[src/rtl/operand_pair_sequencer_pkg.sv]
// Shared constants, field offsets and state encoding for the operand matcher and sequencer.
package operand_pair_sequencer_pkg;

   localparam int unsigned BITMASK_LENGTH = 8;
   localparam int unsigned INDEX_BITWIDTH = 3;
   localparam int unsigned BITWIDTH_COUNT = 4;
   localparam int unsigned RESULT_WIDTH   = 64;
   localparam int unsigned FIELD_WIDTH    = INDEX_BITWIDTH * BITMASK_LENGTH;

   localparam int unsigned ACT_LSB = 0;
   localparam int unsigned WGT_LSB = 24;
   localparam int unsigned CNT_LSB = 48;

   typedef enum logic {
      IDLE = 1'b0,
      EMIT = 1'b1
   } state_t;

   // Limit an incoming pair count to the number of bitmask lanes.
   function automatic logic [BITWIDTH_COUNT-1:0] clamp_count(input logic [BITWIDTH_COUNT-1:0] c);
      return (c > BITWIDTH_COUNT'(BITMASK_LENGTH)) ? BITWIDTH_COUNT'(BITMASK_LENGTH) : c;
   endfunction

endpackage

[src/rtl/operand_pair_sequencer_index_slot_mux.sv]
// Selects one INDEX_BITWIDTH slot out of a packed index field.
module index_slot_mux
   import operand_pair_sequencer_pkg::*;
(
   input  logic [FIELD_WIDTH-1:0]    i_field,
   input  logic [INDEX_BITWIDTH-1:0] i_sel,
   output logic [INDEX_BITWIDTH-1:0] o_idx_c
);

   // One-hot compare against every slot number.
   always_comb begin
      o_idx_c = '0;
      for (int k = 0; k < BITMASK_LENGTH; k++) begin
         if (i_sel == INDEX_BITWIDTH'(k)) begin
            o_idx_c = i_field[k*INDEX_BITWIDTH +: INDEX_BITWIDTH];
         end
      end
   end

endmodule

[src/rtl/operand_pair_sequencer.sv]
// Serializes one packed match-result word into (activation, weight) index pairs, one per cycle.
module operand_pair_sequencer
   import operand_pair_sequencer_pkg::*;
(
   input  logic                      clock,
   input  logic                      resetn,
   input  logic                      ivalid,
   output logic                      oready,
   input  logic [RESULT_WIDTH-1:0]   result,
   output logic                      ovalid,
   input  logic                      iready,
   output logic [INDEX_BITWIDTH-1:0] idxA,
   output logic [INDEX_BITWIDTH-1:0] idxW,
   output logic [INDEX_BITWIDTH-1:0] pairPos,
   output logic                      last,
   output logic                      busy
);

   state_t                    r_state, w_state_nxt;
   logic [FIELD_WIDTH-1:0]    r_act, w_act_nxt;
   logic [FIELD_WIDTH-1:0]    r_wgt, w_wgt_nxt;
   logic [BITWIDTH_COUNT-1:0] r_cnt, w_cnt_nxt;
   logic [INDEX_BITWIDTH-1:0] r_ptr, w_ptr_nxt;

   logic                      w_emit;
   logic                      w_last;
   logic                      w_give;
   logic                      w_accept;
   logic [BITWIDTH_COUNT-1:0] w_cnt_in;
   logic                      w_unused_bits;

   assign w_cnt_in      = clamp_count(result[CNT_LSB +: BITWIDTH_COUNT]);
   assign w_unused_bits = ^result[RESULT_WIDTH-1:CNT_LSB+BITWIDTH_COUNT];

   // Handshake and output decode, all from registers except iready -> oready.
   assign w_emit   = (r_state == EMIT);
   assign w_last   = w_emit && (BITWIDTH_COUNT'(r_ptr) == (r_cnt - BITWIDTH_COUNT'(1)));
   assign w_give   = w_emit && iready;
   assign w_accept = ivalid && oready;

   assign oready  = (r_state == IDLE) || (w_give && w_last);
   assign ovalid  = w_emit;
   assign busy    = w_emit;
   assign last    = w_last;
   assign pairPos = r_ptr;

   // Next-state: load on accept, step ptr on give, reload on the last give for zero bubbles.
   always_comb begin
      w_state_nxt = r_state;
      w_act_nxt   = r_act;
      w_wgt_nxt   = r_wgt;
      w_cnt_nxt   = r_cnt;
      w_ptr_nxt   = r_ptr;
      case (r_state)
         IDLE: begin
            if (w_accept && (w_cnt_in != '0)) begin
               w_state_nxt = EMIT;
               w_act_nxt   = result[ACT_LSB +: FIELD_WIDTH];
               w_wgt_nxt   = result[WGT_LSB +: FIELD_WIDTH];
               w_cnt_nxt   = w_cnt_in;
               w_ptr_nxt   = '0;
            end
         end
         EMIT: begin
            if (w_give) begin
               if (!w_last) begin
                  w_ptr_nxt = r_ptr + INDEX_BITWIDTH'(1);
               end else if (w_accept && (w_cnt_in != '0)) begin
                  w_act_nxt = result[ACT_LSB +: FIELD_WIDTH];
                  w_wgt_nxt = result[WGT_LSB +: FIELD_WIDTH];
                  w_cnt_nxt = w_cnt_in;
                  w_ptr_nxt = '0;
               end else begin
                  w_state_nxt = IDLE;
               end
            end
         end
         default: w_state_nxt = IDLE;
      endcase
   end

   // State and held-word registers.
   always_ff @(posedge clock or negedge resetn) begin
      if (!resetn) begin
         r_state <= IDLE;
         r_act   <= '0;
         r_wgt   <= '0;
         r_cnt   <= '0;
         r_ptr   <= '0;
      end else begin
         r_state <= w_state_nxt;
         r_act   <= w_act_nxt;
         r_wgt   <= w_wgt_nxt;
         r_cnt   <= w_cnt_nxt;
         r_ptr   <= w_ptr_nxt;
      end
   end

   index_slot_mux u_act_mux (
      .i_field (r_act),
      .i_sel   (r_ptr),
      .o_idx_c (idxA)
   );

   index_slot_mux u_wgt_mux (
      .i_field (r_wgt),
      .i_sel   (r_ptr),
      .o_idx_c (idxW)
   );

endmodule

[config.mk]
export PLATFORM = sky130hd
export DESIGN_NAME = operand_pair_sequencer
export DESIGN_NICKNAME = d
export VERILOG_FILES = /design/src/rtl/operand_pair_sequencer_pkg.sv /design/src/rtl/operand_pair_sequencer_index_slot_mux.sv /design/src/rtl/operand_pair_sequencer.sv
export SDC_FILE = /design/constraint.sdc
export NUM_CORES = 1
export LEC_CHECK = 0
export ABC_AREA = 1
export ABC_CLOCK_PERIOD_IN_PS = 2100
export CORE_MARGIN = 4
export CORE_UTILIZATION = 40
export CTS_BUF_LIST = sky130_fd_sc_hd__clkbuf_8
export CTS_CLUSTER_SIZE = 10
export DETAILED_ROUTE_END_ITERATION = 6
export PLACE_DENSITY = 0.71
export SETUP_SLACK_MARGIN = 0.02
export SLEW_MARGIN = 10
export SYNTH_ARGS = -nofsm -noshare
export SYNTH_HDL_FRONTEND = slang
export SYNTH_SLANG_ARGS = --single-unit
[constraint.sdc]
create_clock -name clock -period 2.1 [get_ports clock]
set_input_delay 0.525 -clock clock [delete_from_list [all_inputs] [get_ports clock]]
set_output_delay 0.525 -clock clock [all_outputs]
set_load 0.005 [all_outputs]
Word level (Yosys, flattened, before mapping)
Index checks and enable logic that the tools add are counted. W data, S select, Z words.

$lt $le $gt $ge: 1. Muxes and demuxes: 37. Equal/unequal tests: 10. $add $sub $neg: 2. Bitwise logic cells: 1. Reduce and logical (&&, ||, !) cells: 9.

Operators with widths (number): $mux W24 (6); $pmux W24 S2 (2); $mux W3 (19); $mux W4 (4); $eq A3 B3 Y1 const B (4); $pmux W4 S2 (1); $eq A3 B2 Y1 const B (2); $pmux W3 S2 (1); $logic_and A1 B1 Y1 (5); $eq A3 B4 Y1 (1); $gt A4 B4 Y1 const B (1); $ne A2 B1 Y1 const B (2); $reduce_bool A4 Y1 (1); $sub A4 B1 Y4 const B (1); $add A3 B1 Y3 const B (1); $eq A3 B1 Y1 const B (1); $logic_not A3 Y1 (1); $mux W1 (3); $pmux W1 S2 (1); $reduce_and A2 Y1 (1); $logic_or A1 B1 Y1 (1); $not A1 Y1 (1).

Input port bits: 68. Output and inout port bits: 13. Flip-flop bits (word level): 56.

Longest topological paths before layout
Word-level depth: 11. Depth in mapped cells: 13.

Cells and area by module
Synthesis repeated with hierarchy kept, for this count alone.

Cells, all modules: 394. Area total of the unflattened synthesis: 3141.8 um^2.

By module, submodules not included: operand_pair_sequencer (sequential area each 1401.3 um^2, times used 1, area an instance 2661.3 um^2, cells an instance 300); index_slot_mux (sequential area each 0.0 um^2, times used 2, area an instance 240.2 um^2, cells an instance 47).

Worst setup path after synthesis
OpenSTA, ideal clock, no wires.

Path kind: register to output. Start point: register r_ptr[0], in the netlist pairPos[0]. End point: output idxA[0]. Required time: 1.575 ns. Setup slack: 0.036 ns. Arrival: 1.539 ns. Stages on the path, launching flop included: 12. Cells stage by stage: dfrtp_1 -> inv_1 -> ha_1 -> nand2_1 -> clkbuf_1 -> or2_2 -> nand3_1 -> nand3_1 -> nand2_1 -> nand2_1 -> nand2_1 -> nand2_1.

Word-level cells in the longest chain between the ends: 9. Elaborated cells between the ends (all ways): 16. Those cells by class: eq/ne (7); mux (8); reduce/logical (1).

RTL lines: from (decl) (line operand_pair_sequencer.sv:23) `logic [INDEX_BITWIDTH-1:0] r_ptr, w_ptr_nxt;`; from (signal assigned) (line operand_pair_sequencer.sv:95) `r_ptr <= w_ptr_nxt;`; $logic_not A3 Y1 (line operand_pair_sequencer_index_slot_mux.sv:14) `if (i_sel == INDEX_BITWIDTH'(k)) begin`; $mux W3 (7 in a row) (line operand_pair_sequencer_index_slot_mux.sv:14); $mux W3 (*) (line operand_pair_sequencer_index_slot_mux.sv:14); to (decl) (line operand_pair_sequencer.sv:12) `output logic [INDEX_BITWIDTH-1:0] idxA,`.

Every way passes the cells marked *; elsewhere a longest branch is shown, timed or not.

Worst setup path after layout
Start point: register r_ptr[1], in the netlist pairPos[1]. End point: output idxA[1].

Same word-level chain as after synthesis.

==> metrics.txt <==
Seq/Total Area, Yosys 44.22%; Distinct cells, synth 23; Post-layout nets around 600; r2r endpoint r_act[15]; Synth Area per Inst 7.440 um^2; RSZ-0062 raised after global routing yes; drt drc 0; f_max 0.3900 GHz; Synth area leader dfrtp_1; Reg2Reg Setup Slack roughly 90 ps; Initial Util 41.01%; Area contributors post-synth dfrtp_1 44%, nand2_1 21%, nand4_1 10%; Slew Limit Fails 0; Antenna Nets Post-Route 0; Vert. Die Dim 97.01 um; R2R cell count 16; most frequent cells in the layout 167 x nand2_1, 58 x clkdlybuf4s50_1, 55 x dfrtp_1; largest net degree at the start of global routing 54; Buf/Inv on CP 3; routed len/inst around 15 um; DRT iter0 DRCs a little under 200; Worst Path Required approximately 1600 ps; cell mode on critical path nand2_1; drt first pass iters 4; Worst Skew between 8 and 9 ps; VDD IR max about 0.00055 V; core area around 7700 um^2; failing checks setup timing; vias in the first global route just over 3k; Seq cells post-synth between 50 and 60; Post-Syn Instances 426; Lkg Pwr 2.404 nW; critical path cell sequence buf_4 -> ha_2 -> nand2_2 -> buf_4 -> nand3_2 -> nand3_2 -> nand3_2 -> nand2_1 -> nand2_1 -> nand2_1 -> nand2_1 -> buf_2; Root Buffer clkbuf_8; # diodes 0; clk sinks 56; Final Hold Viols 0; Syn. warnings 0; initial antenna violation count 0; FF-to-FF Start pairPos[2]; Worst Setup End Kind output port; maximum capacitance violations 0; Hold Path Class in -> async; area share of the largest cell type after synthesis around 44%; Critical Path AT 2040 ps; fraction of layout cells with a size suffix above 1 between 20% and 30%; Post-CTS Hold Buffers 0; first-pass GRT wire length ~14000 um; Total GRT Usage 17.76%; Slew HR 59.81%; Core Rows 32; status finished with violations; TritonCTS Buffers 5; crit share post-route 122.1%; Worst path depth 12; htree depth 2; clock buffer depth 2; die area 9411 um^2; Post-Place Setup Slack -520.1 ps; Crit Path Max Fanout 5; DRT Wirelength 9354 um; post-DP HPWL around 5700 um; minimum clock period around 2600 ps; I/O pins slightly above 80; Worst setup SP type flip-flop; clk slew on worst S/H paths 110 ps; Non-Filler Instances 626; kind of critical path reg -> out; slowest CP cell dfrtp_2; CP top delay family simple AND/OR/NAND/NOR gates; Final setup viols 8; GP Congestion roughly 0.83; drt via density slightly above 5; Cell Pwr Density around 1400 nW/um^2; Final WS setup -464.2 ps; Mapped Area roughly 3200 um^2; Die Width 97.01 um; Tightest Pin Transition 602.8 ps; synthesis-to-finish area growth 47.85%; CTS tree built; DP Cell Count 597; most common cell after layout, fill and taps aside nand2_1; total grt overflow 0; Via Count approximately 3.2k; Fin Hold WS about 200 ps; Crit path largest cell delay 470 ps; Net Count, Synth roughly 500; insertion delay of the later-clocked pin in the worst-skew pair 310 ps; I/O Buffers 68
## synth_stat cells
cell       instances
buf_2              6
buf_4              1
buf_6              6
clkbuf_1          15
clkinv_1           1
dfrtp_1           56
ha_1               7
inv_1             24
inv_2              1
nand2_1          178
nand2_2            1
nand3_1           28
nand3_4            1
nand3b_1           2
nand4_1           52
nand4_4            1
nor2_1            32
nor2b_1            1
o2111ai_1          2
o21ai_0            2
o21bai_4           1
or2_2              6
xnor2_1            2
## cells by family after synthesis
group / Yosys count / share of synthesized area [%]
AO/OA/AOI/OAI: 5 / 1.461
XOR/XNOR: 2 / 0.5528
flip-flops: 56 / 44.22
buffers and inverters: 54 / 8.172
AND/OR/NAND/NOR: 302 / 42.83
adder cells (fa/ha/maj): 7 / 2.763
## worst max path at each step
stage / start / endpoint / slack (ps)
after detailed placement: pairPos[0] / idxW[0] / -520
after global routing: pairPos[1] / idxA[1] / -570
after floorplan: pairPos[0] / idxA[0] / 40
after CTS: pairPos[1] / idxW[2] / -450
final: pairPos[1] / idxA[1] / -460
after global placement: pairPos[0] / idxW[0] / -470
## worst register-to-register path, delay by kind of cell, from the launching register on
family | cells | cell delay (ps)
buffers and inverters | 7 | 870
flip-flops | 1 | 430
AND/OR/NAND/NOR | 9 | 610
## power breakdown
group	leakage, nW	internal [mW]	switching (mW)
clock network	0.0548	0.360	0.380
registers	0.680	1.62	0.341
logic	1.67	1.88	2.10
## state kept, by name, summed over array words and instances, names as in the netlist
signal	flops
r_wgt	24
pairPos	3
r_act	24
busy	1
r_cnt	4
## per-stage QoR
step	util (%)	total power [mW]	instance area [um^2]	TNS, ps
global placement	52.72	4.998	4074	-3079
global route	60.64	7.225	4686	-3674
CTS	56.22	6.084	4344	-2710
detailed placement	52.72	5.085	4074	-3387
floorplan	-	3.851	3169	0
finish	60.64	6.681	4686	-2732
## timing repair
item                       4_1_cts  5_1_grt
setup endpoints to repair       12       60
pin swaps                       24       31
resized for setup               67       37
buffers inserted                 7       11
cloned                           0        7
## per-layer routing
metal	vias up	global-route usage, %	part of all wire (%)
met5	-	0	0
met4	0	3.672	0.92
met3	12	3.028	5.6
met2	99	28.93	48
met1	1535	24.98	45
li1	1580	-	-
## area by class of cell
| type | instances | area [um^2] |
|---|---|---|
| Inverter | 26 | 110.1 |
| Multi-Input combinational cell | 317 | 1745 |
| Clock inverter | 3 | 46.29 |
| Fill cell | 654 | 3042 |
| Timing Repair Buffer | 117 | 1185 |
| Clock buffer | 5 | 68.82 |
| Tap cell | 102 | 127.6 |
| Sequential cell | 56 | 1403 |
(Power assumes the default switching activity.)
